===== src/rtl/vend_pkg.sv =====
// Shared types and helpers for the vending controller: FSM states, coin
// decoding and active-low seven-segment encoding.
package vend_pkg;

  typedef enum logic [2:0] {
    S_IDLE,
    S_CHECK,
    S_VEND,
    S_DENY,
    S_REFUND
  } state_t;

  localparam logic [6:0] DIGIT_BLANK = 7'b111_1111;

  // Coin code to value in half-units.
  function automatic logic [3:0] coin_value(input logic [1:0] code);
    case (code)
      2'd0:    return 4'd1;
      2'd1:    return 4'd2;
      2'd2:    return 4'd4;
      default: return 4'd10;
    endcase
  endfunction

  // Hex digit to active-low segments, bit 0 = a ... bit 6 = g.
  function automatic logic [6:0] seg_decode(input logic [3:0] d);
    case (d)
      4'h0: return 7'b100_0000;
      4'h1: return 7'b111_1001;
      4'h2: return 7'b010_0100;
      4'h3: return 7'b011_0000;
      4'h4: return 7'b001_1001;
      4'h5: return 7'b001_0010;
      4'h6: return 7'b000_0010;
      4'h7: return 7'b111_1000;
      4'h8: return 7'b000_0000;
      4'h9: return 7'b001_0000;
      4'hA: return 7'b000_1000;
      4'hB: return 7'b000_0011;
      4'hC: return 7'b100_0110;
      4'hD: return 7'b010_0001;
      4'hE: return 7'b000_0110;
      default: return 7'b000_1110;
    endcase
  endfunction

endpackage


===== src/rtl/vending_ctrl_if.sv =====
// Board-side signal bundle of the vending controller: buttons, coin port,
// vend/change results, stock LEDs and the seven-segment display.
interface vending_ctrl_if #(
  parameter int N_ITEMS  = 4,
  parameter int CREDIT_W = 7
);
  localparam int ID_W = $clog2(N_ITEMS);

  logic                btnC;
  logic                btnR;
  logic                coin_valid;
  logic [1:0]          coin_val;
  logic [ID_W-1:0]     id;
  logic                vend_valid;
  logic [ID_W-1:0]     vend_id;
  logic                deny;
  logic                change_valid;
  logic [CREDIT_W-1:0] change_amt;
  logic                coin_reject;
  logic [N_ITEMS-1:0]  led;
  logic [6:0]          seg;
  logic                dp;
  logic [3:0]          an;

  modport master (
    output btnC, btnR, coin_valid, coin_val, id,
    input  vend_valid, vend_id, deny, change_valid, change_amt, coin_reject,
           led, seg, dp, an
  );

  modport slave (
    input  btnC, btnR, coin_valid, coin_val, id,
    output vend_valid, vend_id, deny, change_valid, change_amt, coin_reject,
           led, seg, dp, an
  );
endinterface


===== src/rtl/btn_debounce.sv =====
// Button debouncer: two-flop synchroniser, stability counter, and a single
// one-cycle event on each debounced rising edge.
module btn_debounce #(
  parameter int DEB_BITS = 11
) (
  input  logic clk,
  input  logic rst,
  input  logic btn_in,
  output logic evt
);
  localparam logic [DEB_BITS-1:0] STABLE = {1'b1, {(DEB_BITS-1){1'b0}}};
  localparam logic [DEB_BITS-1:0] SAT    = STABLE + 1'b1;

  logic                sync1, sync2, level_q;
  logic [DEB_BITS-1:0] cnt;

  // NOTE: sequential state uses <= so every flop samples pre-edge values.
  always_ff @(posedge clk or posedge rst) begin
    if (rst) begin
      sync1   <= 1'b0;
      sync2   <= 1'b0;
      level_q <= 1'b0;
      cnt     <= '0;
      evt     <= 1'b0;
    end else begin
      sync1   <= btn_in;
      sync2   <= sync1;
      level_q <= sync2;
      evt     <= 1'b0;
      if (sync2 != level_q) begin
        cnt <= '0;
      end else if (cnt == STABLE) begin
        // Step past STABLE so the event fires once per stable period.
        cnt <= SAT;
        evt <= level_q;
      end else if (cnt != SAT) begin
        cnt <= cnt + 1'b1;
      end
    end
  end
endmodule


===== src/rtl/vending_ctrl.sv =====
// Multi-item vending controller: credit register, buy/refund FSM, stock
// counters and a four-digit multiplexed credit/selection display.
module vending_ctrl
  import vend_pkg::*;
#(
  parameter int N_ITEMS    = 4,
  parameter int STOCK_W    = 5,
  parameter int CREDIT_W   = 7,
  parameter int CREDIT_MAX = 40,
  parameter logic [N_ITEMS*CREDIT_W-1:0] PRICES     = {7'd8, 7'd6, 7'd5, 7'd3},
  parameter logic [N_ITEMS*STOCK_W-1:0]  INIT_STOCK = {5'd1, 5'd20, 5'd15, 5'd5},
  parameter int DEB_BITS   = 11,
  parameter int SCAN_DIV   = 250000
) (
  input logic           clk,
  input logic           rst,
  vending_ctrl_if.slave bus
);
  localparam int ID_W   = $clog2(N_ITEMS);
  localparam int SUM_W  = CREDIT_W + 1;
  localparam int SCAN_W = (SCAN_DIV > 1) ? $clog2(SCAN_DIV) : 1;

  logic buy_evt, refund_evt;

  btn_debounce #(.DEB_BITS(DEB_BITS)) u_buy_deb (
    .clk(clk), .rst(rst), .btn_in(bus.btnC), .evt(buy_evt)
  );
  btn_debounce #(.DEB_BITS(DEB_BITS)) u_refund_deb (
    .clk(clk), .rst(rst), .btn_in(bus.btnR), .evt(refund_evt)
  );

  state_t              state;
  logic [ID_W-1:0]     id_lat;
  logic [CREDIT_W-1:0] credit, credit_eff, credit_nxt, price_sel;
  logic [STOCK_W-1:0]  stock [N_ITEMS];
  logic [SUM_W-1:0]    coin_sum;
  logic                id_ok, can_vend, coin_ok;

  // NOTE: every always_comb output gets a default first, so no latch is inferred.
  always_comb begin
    id_ok     = (int'(id_lat) < N_ITEMS);
    price_sel = '0;
    can_vend  = 1'b0;
    if (id_ok) begin
      price_sel = PRICES[id_lat*CREDIT_W +: CREDIT_W];
      can_vend  = (stock[id_lat] != '0) && (credit >= price_sel);
    end
    // A coin landing in VEND/REFUND is added to the post-transaction credit.
    credit_eff = credit;
    case (state)
      S_VEND:   credit_eff = credit - price_sel;
      S_REFUND: credit_eff = '0;
      default:  ;
    endcase
    coin_sum   = {1'b0, credit_eff} + SUM_W'(coin_value(bus.coin_val));
    coin_ok    = (coin_sum <= SUM_W'(CREDIT_MAX));
    credit_nxt = (bus.coin_valid && coin_ok) ? coin_sum[CREDIT_W-1:0] : credit_eff;
  end

  always_ff @(posedge clk or posedge rst) begin
    if (rst) begin
      state            <= S_IDLE;
      id_lat           <= '0;
      credit           <= '0;
      bus.vend_valid   <= 1'b0;
      bus.vend_id      <= '0;
      bus.deny         <= 1'b0;
      bus.change_valid <= 1'b0;
      bus.change_amt   <= '0;
      bus.coin_reject  <= 1'b0;
      // NOTE: the stock array is a handful of counters that must restart at
      // INIT_STOCK, so it is reset like any other register, not left as RAM.
      for (int i = 0; i < N_ITEMS; i++) stock[i] <= INIT_STOCK[i*STOCK_W +: STOCK_W];
    end else begin
      credit           <= credit_nxt;
      bus.coin_reject  <= bus.coin_valid && !coin_ok;
      bus.vend_valid   <= 1'b0;
      bus.deny         <= 1'b0;
      bus.change_valid <= 1'b0;
      case (state)
        S_IDLE: begin
          if (refund_evt) begin
            state            <= S_REFUND;
            bus.change_valid <= 1'b1;
            bus.change_amt   <= credit_nxt;
          end else if (buy_evt) begin
            state  <= S_CHECK;
            id_lat <= bus.id;
          end
        end
        S_CHECK: begin
          if (can_vend) begin
            state          <= S_VEND;
            bus.vend_valid <= 1'b1;
            bus.vend_id    <= id_lat;
          end else begin
            state    <= S_DENY;
            bus.deny <= 1'b1;
          end
        end
        S_VEND: begin
          if (stock[id_lat] != '0) stock[id_lat] <= stock[id_lat] - 1'b1;
          state <= S_IDLE;
        end
        default: state <= S_IDLE;
      endcase
    end
  end

  always_comb begin
    for (int i = 0; i < N_ITEMS; i++) bus.led[i] = (stock[i] == '0);
  end

  // Display: digit 0 tenths, 1 units (dp lit), 2 tens (blank when 0), 3 id.
  logic [SCAN_W-1:0]   scan_cnt;
  logic [1:0]          digit;
  logic [CREDIT_W-2:0] whole;
  logic [3:0]          units, tens;
  logic [6:0]          seg_nxt;
  logic [3:0]          an_nxt;
  logic                dp_nxt;

  always_comb begin
    whole = credit[CREDIT_W-1:1];
    units = 4'(whole % 10);
    tens  = 4'(whole / 10);
    case (digit)
      2'd0: begin
        an_nxt  = 4'b1110;
        seg_nxt = seg_decode(credit[0] ? 4'd5 : 4'd0);
        dp_nxt  = 1'b1;
      end
      2'd1: begin
        an_nxt  = 4'b1101;
        seg_nxt = seg_decode(units);
        dp_nxt  = 1'b0;
      end
      2'd2: begin
        an_nxt  = 4'b1011;
        seg_nxt = (tens == 4'd0) ? DIGIT_BLANK : seg_decode(tens);
        dp_nxt  = 1'b1;
      end
      default: begin
        an_nxt  = 4'b0111;
        seg_nxt = seg_decode(4'(bus.id));
        dp_nxt  = 1'b1;
      end
    endcase
  end

  always_ff @(posedge clk or posedge rst) begin
    if (rst) begin
      scan_cnt <= '0;
      digit    <= 2'd0;
      bus.an   <= 4'b1110;
      bus.seg  <= 7'b100_0000;
      bus.dp   <= 1'b1;
    end else begin
      if (scan_cnt == SCAN_W'(SCAN_DIV - 1)) begin
        scan_cnt <= '0;
        digit    <= digit + 1'b1;
      end else begin
        scan_cnt <= scan_cnt + 1'b1;
      end
      bus.an  <= an_nxt;
      bus.seg <= seg_nxt;
      bus.dp  <= dp_nxt;
    end
  end
endmodule

===== src/flat_wrapper.sv =====
// flat-port wrapper written by rule: the top's interface ports become plain ports
module vending_ctrl_flat import vend_pkg::*;
#(
  parameter int N_ITEMS    = 4,
  parameter int STOCK_W    = 5,
  parameter int CREDIT_W   = 7,
  parameter int CREDIT_MAX = 40,
  parameter logic [N_ITEMS*CREDIT_W-1:0] PRICES     = {7'd8, 7'd6, 7'd5, 7'd3},
  parameter logic [N_ITEMS*STOCK_W-1:0]  INIT_STOCK = {5'd1, 5'd20, 5'd15, 5'd5},
  parameter int DEB_BITS   = 11,
  parameter int SCAN_DIV   = 250000
)
  (clk, rst, bus_btnC, bus_btnR, bus_coin_valid, bus_coin_val, bus_id, bus_vend_valid, bus_vend_id, bus_deny, bus_change_valid, bus_change_amt, bus_coin_reject, bus_led, bus_seg, bus_dp, bus_an);
  vending_ctrl_if #(.N_ITEMS(N_ITEMS), .CREDIT_W(CREDIT_W)) bus_i ();
  input logic clk;
  input logic rst;
  input wire logic [$bits(bus_i.btnC)-1:0] bus_btnC;
  input wire logic [$bits(bus_i.btnR)-1:0] bus_btnR;
  input wire logic [$bits(bus_i.coin_valid)-1:0] bus_coin_valid;
  input wire logic [$bits(bus_i.coin_val)-1:0] bus_coin_val;
  input wire logic [$bits(bus_i.id)-1:0] bus_id;
  output wire logic [$bits(bus_i.vend_valid)-1:0] bus_vend_valid;
  output wire logic [$bits(bus_i.vend_id)-1:0] bus_vend_id;
  output wire logic [$bits(bus_i.deny)-1:0] bus_deny;
  output wire logic [$bits(bus_i.change_valid)-1:0] bus_change_valid;
  output wire logic [$bits(bus_i.change_amt)-1:0] bus_change_amt;
  output wire logic [$bits(bus_i.coin_reject)-1:0] bus_coin_reject;
  output wire logic [$bits(bus_i.led)-1:0] bus_led;
  output wire logic [$bits(bus_i.seg)-1:0] bus_seg;
  output wire logic [$bits(bus_i.dp)-1:0] bus_dp;
  output wire logic [$bits(bus_i.an)-1:0] bus_an;
  assign bus_i.btnC = bus_btnC;
  assign bus_i.btnR = bus_btnR;
  assign bus_i.coin_valid = bus_coin_valid;
  assign bus_i.coin_val = bus_coin_val;
  assign bus_i.id = bus_id;
  assign bus_vend_valid = bus_i.vend_valid;
  assign bus_vend_id = bus_i.vend_id;
  assign bus_deny = bus_i.deny;
  assign bus_change_valid = bus_i.change_valid;
  assign bus_change_amt = bus_i.change_amt;
  assign bus_coin_reject = bus_i.coin_reject;
  assign bus_led = bus_i.led;
  assign bus_seg = bus_i.seg;
  assign bus_dp = bus_i.dp;
  assign bus_an = bus_i.an;
  vending_ctrl #(.N_ITEMS(N_ITEMS), .STOCK_W(STOCK_W), .CREDIT_W(CREDIT_W), .CREDIT_MAX(CREDIT_MAX), .PRICES(PRICES), .INIT_STOCK(INIT_STOCK), .DEB_BITS(DEB_BITS), .SCAN_DIV(SCAN_DIV)) u_core (.clk(clk), .rst(rst), .bus(bus_i));
endmodule

===== config.mk =====
export PLATFORM = sky130hd
export DESIGN_NAME = vending_ctrl_flat
export DESIGN_NICKNAME = d
export VERILOG_FILES = /design/src/rtl/vend_pkg.sv /design/src/rtl/vending_ctrl_if.sv /design/src/rtl/btn_debounce.sv /design/src/rtl/vending_ctrl.sv /design/src/flat_wrapper.sv
export SDC_FILE = /design/constraint.sdc
export NUM_CORES = 1
export LEC_CHECK = 0
export ABC_AREA = 0
export CAP_MARGIN = 25
export CORE_ASPECT_RATIO = 0.7
export CORE_MARGIN = 4
export CORE_UTILIZATION = 40
export DETAILED_ROUTE_END_ITERATION = 8
export PLACE_DENSITY = 0.64
export SYNTH_ARGS = -nofsm -noshare
export SYNTH_HDL_FRONTEND = slang
export SYNTH_HIERARCHICAL = 1
export SYNTH_SLANG_ARGS = --single-unit

===== constraint.sdc =====
create_clock -name clk -period 6.1 [get_ports clk]
set_clock_uncertainty 0.15 [all_clocks]
set_input_delay 1.525 -clock clk [delete_from_list [all_inputs] [get_ports clk]]
set_output_delay 1.525 -clock clk [all_outputs]
set_load 0.03 [all_outputs]

# After elaboration in Yosys (flattened, before gate mapping)
# Memory sizes are Yosys's and may differ from the RTL's.
# Index checks and enable logic that the tools add are counted.
# totals
out_inout_bits,29
mem_count,3
in_bits,9
latchBits,0
romBits,336
ram_bits,0
register_bits,107
elab_cells,123
# memory_table
name,words,word_bits,rd,rd_clocked_by_memory_dff,wr,line_no,source
(no name shown),16,7,1,0,0,vend_pkg.sv:27,case (d)
(no name shown),16,7,1,0,0,vend_pkg.sv:27,
(no name shown),16,7,1,0,0,vend_pkg.sv:27,
# op_classes
shifts,1
n_bitwise,2
n_eq_ne,18
reduce_logical,21
addsub,7
n_div,2
n_mul,1
mux,36
n_lt_le_gt_ge,4
# op_table
operator,n
$mux 11,6
$div 6x4->32 const B,1
$mod 6x4->32 const B,1
$pmux 7 s4,1
$shiftx 28x6->7 const A,1
$pmux 4 s3,2
$add 11x1->11 const B,2
$eq 11x11->1 const B,2
$ne 11x11->1 const B,2
$pmux 7 s3,1
$bwmux 20,1
$logic_not 5->1,4
$add 18x1->18 const B,1
$eq 18x18->1 const B,1
$mux 18,1
$mux 5,3
$mux 7,2
$pmux 7 s2,1
$mux 1,12
$bmux 5 s2,1
$demux 5 s2,1
$mux 3,3
$add 7x4->8,1
$eq 2x2->1 const B,4
other kinds (26),37

# Depth between registers and ports, before layout
# logic_depth
ltp_word,8
ltp_mapped,20
depth_no_buf,18

# Hierarchy
# Netlist, hierarchy kept.
# by_module_without_submodules
mod,seq_area_each_um2,n_inst,cells_per_inst,area_each_um2
vending_ctrl,1944.4,1,505,4962.3
btn_debounce,375.4,2,70,739.5

# Least setup slack after synthesis
# Ideal clock, no wire load.
# synth_path
path_type,flip-flop to flip-flop
start,register u_core.id_lat[0]
end,register u_core.bus.change_amt[3]
arrival_ns,4.281
path_buffers,2
required_ns,5.825
setup_time_ns,0.125
synth_period_minus_slack_ns,4.555
stages_incl_launch_ff,21
setup_slack_ns,1.545
cell_sequence,dfrtp_1 > buf_2 > inv_1 > ha_1 > inv_1 > ha_1 > o21a_1 > o31a_1 > a2111oi_0 > a21oi_1 > o21ai_0 > ha_1 > clkbuf_1 > or3_1 > o211ai_1 > o21ai_0 > o21ai_1 > a22oi_2 > o22ai_2 > mux2_2 > mux2_2
# synth_via
elab_chain_cells,8
# synth_rtl
item,line_no,source
from (decl),vending_ctrl.sv:33,logic [ID_W-1:0] id_lat;
from (signal assigned),vending_ctrl.sv:88,id_lat <= bus.id;
$mul 2x3->5 *,vending_ctrl.sv:45,price_sel = PRICES[id_lat*CREDIT_W +: CREDIT_W];
$shiftx 28x6->7 *,vending_ctrl.sv:45,
$sub 7x7->7 *,vending_ctrl.sv:51,S_VEND: credit_eff = credit - price_sel;
$pmux 7 s2 *,vending_ctrl.sv:50,case (state)
$add 7x4->8,vending_ctrl.sv:55,"coin_sum = {1'b0, credit_eff} + SUM_W'(coin_value(bus.coin_val));"
$le 8x6->1,vending_ctrl.sv:56,coin_ok = (coin_sum <= SUM_W'(CREDIT_MAX));
$logic_and 1x1->1,vending_ctrl.sv:57,credit_nxt = (bus.coin_valid && coin_ok) ? coin_sum[CREDIT_W-1:0] : credit_eff;
$mux 7 *,vending_ctrl.sv:57,
via u_core.credit_nxt[3],vending_ctrl.sv:34,"logic [CREDIT_W-1:0] credit, credit_eff, credit_nxt, price_sel;"
to (signal assigned),vending_ctrl.sv:85,bus.change_amt <= credit_nxt;
to (decl),vending_ctrl_if.sv:33,"output vend_valid, vend_id, deny, change_valid, change_amt, coin_reject,"
# The timed path passes the listed nets; every way through them passes the cells marked *.
# A chain may end at the register's enable or synchronous reset.

# Worst setup path after layout
# Same ends and word-level chain as after synthesis.

==> results.json <==
{
  "ff2ff_setup_slack_ns": 0.94,
  "dieHeight_um": 114,
  "drv_slew": 0,
  "finalNetCount": 726,
  "num_vias": 4720,
  "p_sw_w": 0.000362,
  "hold_viol_final": 0,
  "synth-seq-cells": 107,
  "synth_cell_type_count": 82,
  "path_class": "flip-flop to flip-flop",
  "drive_gt1_frac": 0.144,
  "dr.pass1.iters": 4,
  "numPortBuffers": 37,
  "drc_errors": 0,
  "cts_resized": 0,
  "crit_path_top_delay_cell": "dfrtp_1",
  "wl_per_cell_um": 15.8,
  "clkLatencyLatePin_ns": 0.36,
  "worstSetupStartpointType": "flip-flop",
  "max_slew_margin": 0.432,
  "path_cells": "inv_1 > ha_1 > inv_1 > ha_1 > o21a_1 > o31a_1 > a2111oi_0 > a21oi_1 > o21ai_0 > ha_1 > or3_1 > o211ai_1 > o21ai_0 > o21ai_1 > a22oi_2 > o22ai_2 > mux2_2 > mux2_2",
  "powerDensity_nw_per_um2": 194,
  "synth_area_sq_um": 6440,
  "hp-class": "flip-flop to flip-flop",
  "cts-root-buf": "clkbuf_16",
  "postCtsSetupRepairBufs": 0,
  "final_cell_mix": "dfrtp_1, nand2_1, nor2_1",
  "clkTransAtPathRegs_ns": 0.09,
  "synth_warnings": 6,
  "cpMostUsedCell": "ha_1",
  "yosysSeqAreaShare": 0.418,
  "cp_slowest_stage_delay_ns": 0.65,
  "crit_buf_inv": 2,
  "synth_edf_count": 0,
  "routabilityCongestion": 0.888,
  "arrival_ns": 5.25,
  "track_usage": 0.158,
  "first_global_vias": 4707,
  "grt_max_degree": 50,
  "final_common_cell": "dfrtp_1",
  "layout_min_cycle_time_ns": 5.16,
  "clockBufferDepth": 2,
  "tightestPinTransition_ns": 0.851,
  "dpl.hpwl_um": 10500,
  "initial_core_util": 0.412,
  "dr.first_iter.drc_count": 275,
  "fin_crit_sh": 0.845,
  "holdBufCountCts": 0,
  "p_total_w": 0.00141,
  "total_leakage_power_nw": 3.22,
  "p_int_w": 0.00105,
  "rows": 38,
  "cp_top_family": "compound AO/OA/AOI/OAI gates",
  "numCtsBuffers": 9,
  "ir_drop_mv": 0.133,
  "synth_nets": 696,
  "final_antenna_net_count": 0,
  "avgSynthCellArea_sq_um": 9.99,
  "grt_pass1_wl_um": 23900,
  "maxCapViolCount": 0,
  "diodes": 0,
  "status": "finished, final reports clean",
  "cts_tree": "built",
  "switching_share": 0.257,
  "core_area_sq_um": 15600,
  "clock-sinks": 107,
  "grt_overflow": 0,
  "antenna_found_initial": 0,
  "required_ns": 6.19,
  "setup.worst_path.end_class": "flip-flop",
  "pwr-share-seq": 0.518,
  "pwr-share-clk": 0.421,
  "setup_viol": 0,
  "fillers": 1457,
  "cp_max_fo": 11,
  "drt_wl_total_um": 13900,
  "async_reset_ff_frac": 1.00,
  "pwr-share-comb": 0.061,
  "rsz0062_at_grt": "false",
  "io_pins": 38,
  "h-tree-depth": 3,
  "layoutNonFillerInstCount": 880,
  "setup_tns_ns": 0,
  "via_per_inst": 5.36,
  "die-area_sq_um": 18200,
  "syn2layout_area_growth_pct": 12.5,
  "max_freq_mhz": 194,
  "dpl.cell_count": 864,
  "netlist_instances": 645,
  "die_width_um": 160,
  "ys.flop_type": "dfrtp_1"
}
==> path summary, 6_finish.rpt <==
path / startpoint / to / cells after the start
setup / recovery: u_core/id_lat[0] / u_core/bus.change_amt[3] / 18
hold / removal: u_core/u_buy_deb/sync1 / u_core/u_buy_deb/sync2 / 0
setup reg to reg: u_core/id_lat[0] / u_core/bus.change_amt[3] / 18
hold reg to reg: u_core/u_buy_deb/sync1 / u_core/u_buy_deb/sync2 / 0
max in group asynchronous: rst / u_core/bus.seg[1] / 3
min in group asynchronous: rst / u_core/bus.coin_reject / 2
==> synthesized netlist by cell type, drive strengths merged (4+ instances only) <==
| cell type | n | share of area |
|---|---|---|
| nor3 | 15 | 0.012 |
| o21ai | 34 | 0.028 |
| xnor2 | 26 | 0.035 |
| buf | 12 | 0.018 |
| nand3b | 4 | 0.0047 |
| ha | 40 | 0.078 |
| dfstp | 14 | 0.057 |
| nand4 | 4 | 0.0039 |
| nand3 | 26 | 0.020 |
| nor4b | 4 | 0.0054 |
| or3 | 7 | 0.0076 |
| nor2 | 57 | 0.034 |
| a21o | 9 | 0.010 |
| or4 | 5 | 0.0058 |
| nand2 | 62 | 0.037 |
| nor4 | 8 | 0.0078 |
| inv | 50 | 0.029 |
| o311a | 4 | 0.0062 |
| nand2b | 4 | 0.0039 |
| mux2 | 27 | 0.050 |
| mux2i | 6 | 0.0099 |
| a21oi | 20 | 0.018 |
| xor2 | 14 | 0.019 |
| dfrtp | 93 | 0.36 |
| a31oi | 6 | 0.010 |
| and2 | 8 | 0.0078 |
| mux4 | 4 | 0.014 |
| nor2b | 9 | 0.0099 |
| clkbuf | 8 | 0.0047 |
| and3 | 10 | 0.0097 |
==> state kept, by name, indices dropped and copies added (netlist names), 3 cells and up <==
register and count:
u_core/stock 20, u_core/bus.change_amt 7, u_core/credit 7, u_core/state 3, u_core/bus.an 4, u_core/bus.seg 7
u_core/u_refund_deb/cnt 11, u_core/scan_cnt 18, u_core/u_buy_deb/cnt 11
==> power groups by stage <==
| stage | clock, W | sequential, W | combinational [W] |
|---|---|---|---|
| floorplan | 0 | 0.000741 | 0.0000637 |
| global placement | 0 | 0.000742 | 0.0000821 |
| detailed placement | 0 | 0.000743 | 0.0000875 |
| CTS | 0.000616 | 0.000730 | 0.0000877 |
| global route | 0.000640 | 0.000732 | 0.0000977 |
| finish | 0.000594 | 0.000730 | 0.0000857 |
==> cell type report <==
| cell class | count | area [sq um] | share of cell area |
|---|---|---|---|
| multi-input combinational | 467 | 3410 | 0.470 |
| sequential | 107 | 2700 | 0.372 |
| timing repair buffer | 39 | 385 | 0.0532 |
| tap | 200 | 250 | 0.0345 |
| clock buffer | 9 | 225 | 0.0311 |
| inverter | 51 | 193 | 0.0266 |
| clock inverter | 7 | 91.3 | 0.0126 |
==> cells by family after synthesis <==
logic type	share of synthesized area
buf+inv	0.0526
fa+ha+maj	0.0839
flops	0.418
simple gates	0.181
compound gates	0.136
mux	0.0734
xor+xnor	0.0544
==> stage by stage <==
step	hold slack [ns]	utilization	cell area [sq um]	setup WS, ns
global route	0.214	0.463	7250	0.613
CTS	0.205	0.463	7250	1.01
floorplan	0.181	-	6440	1.54
detailed placement	0.185	0.443	6930	1.02
global placement	0.184	0.443	6930	1.19
finish	0.203	0.463	7250	0.945
==> layer usage <==
metal / vias to the layer above / GRT usage / wire length, um
met5: - / 0 / 0
li1: 2312 / - / -
met1: 2288 / 0.227 / 6800
met4: 0 / 0.0312 / 129
met3: 11 / 0.0356 / 608
met2: 109 / 0.250 / 6350
(Power assumes the default switching activity.)
